<file path="src/rtl/regfile_writeback.sv">
// Write-side front end for the register file: merges ALU and multdiv results into an
// in-order FIFO drained one per cycle, with a pending scoreboard and a forwarding lookup.
module regfile_writeback #(
  parameter int unsigned DEPTH = 4
) (
  input  logic        clock,
  input  logic        ctrl_reset,
  input  logic        md_valid,
  input  logic [4:0]  md_rd,
  input  logic [31:0] md_data,
  input  logic        alu_valid,
  input  logic [4:0]  alu_rd,
  input  logic [31:0] alu_data,
  output logic        in_ready,
  output logic        ctrl_writeEnable,
  output logic [4:0]  ctrl_writeReg,
  output logic [31:0] data_writeReg,
  output logic [31:0] pending,
  input  logic [4:0]  query_reg,
  output logic        query_hit,
  output logic [31:0] query_data,
  output logic        idle,
  output logic        overflow
);

  localparam int unsigned PW = $clog2(DEPTH);
  localparam int unsigned CW = PW + 1;

  logic [4:0]       rd_q   [DEPTH];
  logic [31:0]      data_q [DEPTH];
  logic [DEPTH-1:0] vld;
  logic [PW-1:0]    wr_ptr, rd_ptr;
  logic [CW-1:0]    count;

  logic          pop, md_req, alu_req, md_acc, alu_acc, drop;
  logic [CW-1:0] free_slots;
  logic [PW-1:0] alu_slot;

  // Slots available this edge count the entry being popped; md is older so it claims first.
  always_comb begin
    pop        = (count != '0);
    md_req     = md_valid && (md_rd != 5'd0);
    alu_req    = alu_valid && (alu_rd != 5'd0);
    free_slots = CW'(DEPTH) - count + CW'(pop);
    md_acc     = md_req && (free_slots != '0);
    alu_acc    = alu_req && (free_slots > CW'(md_acc));
    drop       = (md_req && !md_acc) || (alu_req && !alu_acc);
    alu_slot   = wr_ptr + PW'(md_acc);
  end

  always_ff @(posedge clock or negedge ctrl_reset) begin
    if (!ctrl_reset) begin
      count            <= '0;
      wr_ptr           <= '0;
      rd_ptr           <= '0;
      vld              <= '0;
      ctrl_writeEnable <= 1'b0;
      ctrl_writeReg    <= '0;
      data_writeReg    <= '0;
      overflow         <= 1'b0;
    end else begin
      if (pop) begin
        ctrl_writeEnable <= 1'b1;
        ctrl_writeReg    <= rd_q[rd_ptr];
        data_writeReg    <= data_q[rd_ptr];
        vld[rd_ptr]      <= 1'b0;
        rd_ptr           <= rd_ptr + PW'(1);
      end else begin
        ctrl_writeEnable <= 1'b0;
      end
      // A push into the slot freed by this edge's pop must win, so it comes after.
      if (md_acc)  vld[wr_ptr]   <= 1'b1;
      if (alu_acc) vld[alu_slot] <= 1'b1;
      wr_ptr <= wr_ptr + PW'(md_acc) + PW'(alu_acc);
      count  <= count + CW'(md_acc) + CW'(alu_acc) - CW'(pop);
      if (drop) overflow <= 1'b1;
    end
  end

  // Payload storage needs no reset; validity is tracked by vld and count.
  always_ff @(posedge clock) begin
    if (md_acc) begin
      rd_q[wr_ptr]   <= md_rd;
      data_q[wr_ptr] <= md_data;
    end
    if (alu_acc) begin
      rd_q[alu_slot]   <= alu_rd;
      data_q[alu_slot] <= alu_data;
    end
  end

  always_comb begin
    pending = '0;
    for (int i = 0; i < DEPTH; i++) begin
      if (vld[i]) pending[rd_q[i]] = 1'b1;
    end
    if (ctrl_writeEnable) pending[ctrl_writeReg] = 1'b1;
    pending[0] = 1'b0;
  end

  // Walk output stage then head->tail so the youngest match is the one left standing.
  always_comb begin
    logic [PW-1:0] idx;
    idx        = '0;
    query_hit  = 1'b0;
    query_data = '0;
    if (ctrl_writeEnable && (ctrl_writeReg == query_reg)) begin
      query_hit  = 1'b1;
      query_data = data_writeReg;
    end
    for (int i = 0; i < DEPTH; i++) begin
      idx = rd_ptr + PW'(i);
      if ((CW'(i) < count) && (rd_q[idx] == query_reg)) begin
        query_hit  = 1'b1;
        query_data = data_q[idx];
      end
    end
    if (query_reg == 5'd0) begin
      query_hit  = 1'b0;
      query_data = '0;
    end
  end

  assign in_ready = (CW'(DEPTH) - count) >= CW'(2);
  assign idle     = (count == '0) && !ctrl_writeEnable;

endmodule
</file>
<file path="config.mk">
export PLATFORM = sky130hd
export DESIGN_NAME = regfile_writeback
export DESIGN_NICKNAME = d
export VERILOG_FILES = /design/src/rtl/regfile_writeback.sv
export SDC_FILE = /design/constraint.sdc
export NUM_CORES = 1
export LEC_CHECK = 0
export BUFFER_PORTS_ARGS = -buffer_cell sky130_fd_sc_hd__buf_2
export CORE_MARGIN = 3
export CORE_UTILIZATION = 60
export CTS_CLUSTER_DIAMETER = 120
export DETAILED_ROUTE_END_ITERATION = 16
export GPL_TIMING_DRIVEN = 0
export MAX_ROUTING_LAYER = met4
export PLACE_DENSITY = 0.91
export SLEW_MARGIN = 20
export SYNTH_ARGS = -nofsm -noshare
export SYNTH_HDL_FRONTEND = slang
export SYNTH_SLANG_ARGS = --single-unit
export TNS_END_PERCENT = 5
</file>
<file path="constraint.sdc">
create_clock -name clock -period 5.9 [get_ports clock]
set_input_delay 0.295 -clock clock [delete_from_list [all_inputs] [get_ports clock]]
set_output_delay 0.295 -clock clock [all_outputs]
set_load 0.03 [all_outputs]
</file>
# Word level (Yosys, flattened, before mapping)
# Memories as Yosys holds them, arrays and structs flattened.
# Cells that the tools add are included.
# classes
addsub	10
mul	0
div_mod_pow	0
n_lt_le_gt_ge	22
n_eq_ne	5
n_shift	0
mux	41
bitwise_logic	8
reduce_logical	30
# ops
cell	n
$mux W32	11
$or A32 B32 Y32	4
$lt A5 B6 Y1 const B	5
$demux W1 S5	5
$eq A5 B5 Y1	5
$ge A5 B1 Y1 const B	5
$logic_and A1 B1 Y1	20
$mux W1	19
$mux W4	3
$reduce_bool A5 Y1	2
$add A3 B1 Y3	3
$lt A2 B3 Y1 const B	3
$or A4 B4 Y4	2
$demux W1 S2	3
$ge A2 B1 Y1 const B	3
$lt A1 B3 Y1 const A	2
$lt A2 B3 Y1 const A	2
$reduce_bool A3 Y1	2
$logic_not A5 Y1	1
$add A2 B1 Y2	2
$add A2 B2 Y2 const B	2
$and A4 B4 Y4	1
$not A4 Y4	1
$ge A3 B2 Y1 const B	1
other kinds (7)	9
# word_totals
ff_bits	50
latch_bits	0
mem_bits_rw	148
rom_bits	0
input_bits	83
output_inout_bits	106
elab_cells	126
n_memories	2
# memory_table
memory	words	width	read_ports	rd_clocked_by_memory_dff	wr	line_no	rtl
data_q	4	32	4	0	2	30	logic [31:0] data_q [DEPTH];
rd_q	4	5	8	0	2	29	logic [4:0] rd_q [DEPTH];

# Longest topological paths before layout
# An unclocked memory read counts as a cell.
# depth
ltp_word	14
mapped_depth	17
depth_no_buf	16

# Worst setup path before layout
# No wires, ideal clock.
# synth_path
path_kind	flip-flop to output port
startpoint	register rd_ptr[0]
endpoint	output query_data[8]
arrival_time_ns	4.646
t_required_ns	5.605
slack_ns	0.959
stages_incl_launch_ff	18
path_buffers	9
path_cell_list	dfrtp_1 > buf_2 > buf_4 > buf_2 > buf_2 > buf_2 > buf_2 > inv_1 > ha_1 > buf_6 > mux4_2 > xor2_1 > nor4_4 > and2_0 > buf_4 > buf_6 > a221oi_1 > o31ai_1
# synth_between
elab_chain_len	8
word_cells_on_any_way	18
cone_classes	add/sub (3); eq/ne (4); mux (5); reduce/logical (4); memory (2)
# synth_lines
item	line_no	rtl
from (decl)	32	logic [PW-1:0] wr_ptr, rd_ptr;
from (signal assigned)	67	rd_ptr <= rd_ptr + PW'(1);
$add A2 B1 Y2 / $mem_v2 Z4 W5 (equally long branches)	-	
$mem_v2 Z4 W5 / $eq A5 B5 Y1 (equally long branches)	-	
$eq A5 B5 Y1 / $logic_and A1 B1 Y1 (equally long branches)	113	if ((CW'(i) < count) && (rd_q[idx] == query_reg)) begin
$logic_and A1 B1 Y1 / $mux W32 (equally long branches)	113	
$mux W32 (2 in series)	113	
$mux W32 *	113	
$mux W32 *	118	if (query_reg == 5'd0) begin
to (decl)	21	output logic [31:0] query_data,
# Mark *: on every way between the ends. The rest lies on a longest branch, timed or not.

# Worst setup path after layout
# layout_path
startpoint	register rd_ptr[0]
endpoint	output query_data[22]
# Same word-level chain as after synthesis.

==> summary.txt <==
Num CTS Buffers: 17
Final nets: 1511
Hold WC Path Type: input pin to register
Row cnt: 57
Total number of vias: 13900
Clock slew at reported path FFs: 0.08 ns
Syn avg cell area: 12.4 um^2
Peak Freq: 169 MHz
Crit path largest cell delay: 0.56 ns
Highest-delay cell along the critical path: mux4_2
Largest net degree at the start of global routing: 51
DR iter-0 viols: 2759
CP top delay family: buffers and inverters
Synthesized Nets: 1303
Hold path depth: 2
Synth warn: 0
Most frequent cell after synthesis: mux2_2
DR vias/cell: 7.92
RSZ-0062 raised after global routing: true
IO Count: 189
Clock Skew: 0.0123 ns
Final Hold Viols: 0
CP Cell Sequence: buf_2 -> buf_4 -> buf_4 -> buf_4 -> buf_6 -> clkbuf_4 -> inv_1 -> ha_2 -> buf_6 -> mux4_2 -> xor2_1 -> nor4_4 -> buf_4 -> nand2_2 -> clkbuf_2 -> nor2_1 -> o31ai_1 -> buf_2
Setup violations, final: 1
CTS Buffer Depth: 2
FFs w/ async S/R, synth: 25.3%
Setup WS post-layout: -0.00456 ns
Worst Setup SP: rd_ptr[0]
Die area: 26800 um^2
Design area: 17100 um^2
#FFs+latches synth: 198
Clock latency on the worst-skew pair: 0.45 ns
CTS tree: yes
CP Max Fanout: 10
Final Critical Period: 5.90 ns
Initial antenna violation count: 7
Max H-tree Level: 4
Wire per inst: 30.7 um
CP Launch Type: register
Pre-CTS setup slack: -0.196 ns
Synth Instances: 1203
Placed Area: 16400 um^2
Top_reg_cell synth: edfxtp_1
PortBufs: 182
Starting Density: 61.2%
Critical Path RT: 5.61 ns
CP Buf/Inv Count: 11
Layout area overhead: 14.6%
Slew Limit Headroom: 28.3%
Slew Limit Fails: 0
Post-synth top area share: 29.8%
R2r endpoint: data_q[0][30]
Die H: 164 um
Synth area leaders: edfxtp_1 (30%), mux4_2 (22%), mux2_2 (11%)
Sequential share of the synthesized area: 38.2%
Congestion Overflow GR: 0
Setup CP Type: register to primary output
Failing checks: negative setup slack
Global-route wire length before repair: 79.6 mm
Share of layout cells above drive strength 1: 42.7%
Period utilization: 100%
DRC: 0
Final WL: 53.8 mm
Mapped Area: 14900 um^2
CP Capture Type: primary output
GPL Wtd Cong: 0.967
Routed Antenna Nets: 0
Crit path DAT: 5.61 ns
CTS root buffer: clkbuf_16
CTS sink count: 198
Hold Crit Endpoint: data_q[0][5]
EDFF count, synth: 148
Total GRT Usage: 40.9%
Max cap viols: 0
Synth cell types: 56
Crit path top cell by count: buf_4
Core ar.: 24400 um^2
R2R Setup Slk: 0.37 ns
DRT Pass-1 Iters: 8
Worst hold start: md_data[5]
Via count of the first global-routing pass: 13500
DP Wirelength: 36.4 mm
Status: finished, violations left
Finished Core Util: 70.1%
Post-synth top area cell: edfxtp_1
RR Startpoint: count[0]
Die X: 164 um
Worst-Margin Slew: 1.08 ns
Top post-synthesis cells by count: mux2_2 (149), edfxtp_1 (148), mux4_2 (148), nand2_1 (136), nor2_1 (72)
FF-to-FF path depth: 16
-- repair_timing --
action,CTS,global route
hold buffers,1,0
buffers inserted,3,0
gates resized for setup,17,11
pin swaps,1,3
setup endpoints to repair,33,41
hold endpoints to repair,50,0
-- metal layers --
layer | vias up | share of wire [%] | GRT usage [%]
met3 | 500 | 16 | 14.4
met2 | 1706 | 46 | 62.6
met1 | 6457 | 30 | 47.0
met4 | 0 | 8.1 | 23.1
met5 | - | 0 | -
li1 | 5252 | - | -
-- how the worst max path moves through the flow --
stage	to	slack, ns	cells past startpoint
3_5_place_dp	query_hit	-0.20	14
4_1_cts	query_data[24]	0.06	19
6_report	query_data[22]	-0.005	18
2_1_floorplan	query_data[8]	0.96	17
3_3_place_gp	data_q[1][22]	-1.28	10
5_1_grt	query_data[14]	-0.04	19
-- stage by stage --
step | hold WS (ns) | TNS (ns) | std cells
2_1_floorplan | -0.000591 | 0 | 1203
3_3_place_gp | 0.482 | -47.43 | 1709
3_5_place_dp | 0.384 | -1.93 | 1713
4_1_cts | 0.179 | 0 | 1748
5_1_grt | 0.190 | -0.102 | 1755
6_report | 0.181 | -0.00456 | 1756
-- logic make-up (layout without fill, tap and decap cells) --
logic type               Yosys count  in the layout  share of synthesized area, %
AO/OA/AOI/OAI                    186            186                          9.49
other                              1              9                        0.0251
XOR/XNOR                          32             32                          1.88
adder cells (fa/ha/maj)           17             17                          1.53
multiplexers                     297            297                          33.6
buffers and inverters            135            356                          4.17
AND/OR/NAND/NOR                  337            337                          11.1
flip-flops                       198            198                          38.2
-- cell type report --
class / instances / area [um^2]
Multi-Input combinational cell: 870 / 8670
Inverter: 19 / 71.3
Clock inverter: 13 / 148
Clock buffer: 19 / 443
Tap cell: 324 / 405
Sequential cell: 198 / 5700
Buffer: 115 / 579
Fill cell: 1521 / 7300
Antenna cell: 8 / 20.0
Timing Repair Buffer: 190 / 1060
-- registers in the layout (all words and copies together), names as in the netlist --
signal            flops
rd_ptr                2
count                 3
data_writeReg        32
ctrl_writeEnable      1
overflow              1
rd_q                 20
wr_ptr                2
vld                   4
data_q              128
ctrl_writeReg         5
-- cell usage in the layout (no fill, tap or decap), drive strengths merged, types with 6 or more instances in the layout --
cell,synthesis,final
a221oi,26,26
and3,12,12
a32oi,26,26
or2,6,6
nand2,137,137
nor3,11,11
o311ai,6,6
o31ai,26,26
nor3b,20,20
diode,0,8
nor2,72,72
inv,19,22
edfxtp,148,148
nand3,30,30
xnor2,11,11
a22oi,30,30
mux4,148,148
buf,58,243
xor2,21,21
mux2,149,149
a31oi,6,6
clkbuf,58,79
ha,15,15
dfrtp,50,50
o22ai,16,16
o221ai,16,16
a211oi,6,6
o21ai,19,19
nand3b,26,26
Power is not shown: default switching activity piles up to over one toggle a cycle in this logic, so the estimate is an artifact.
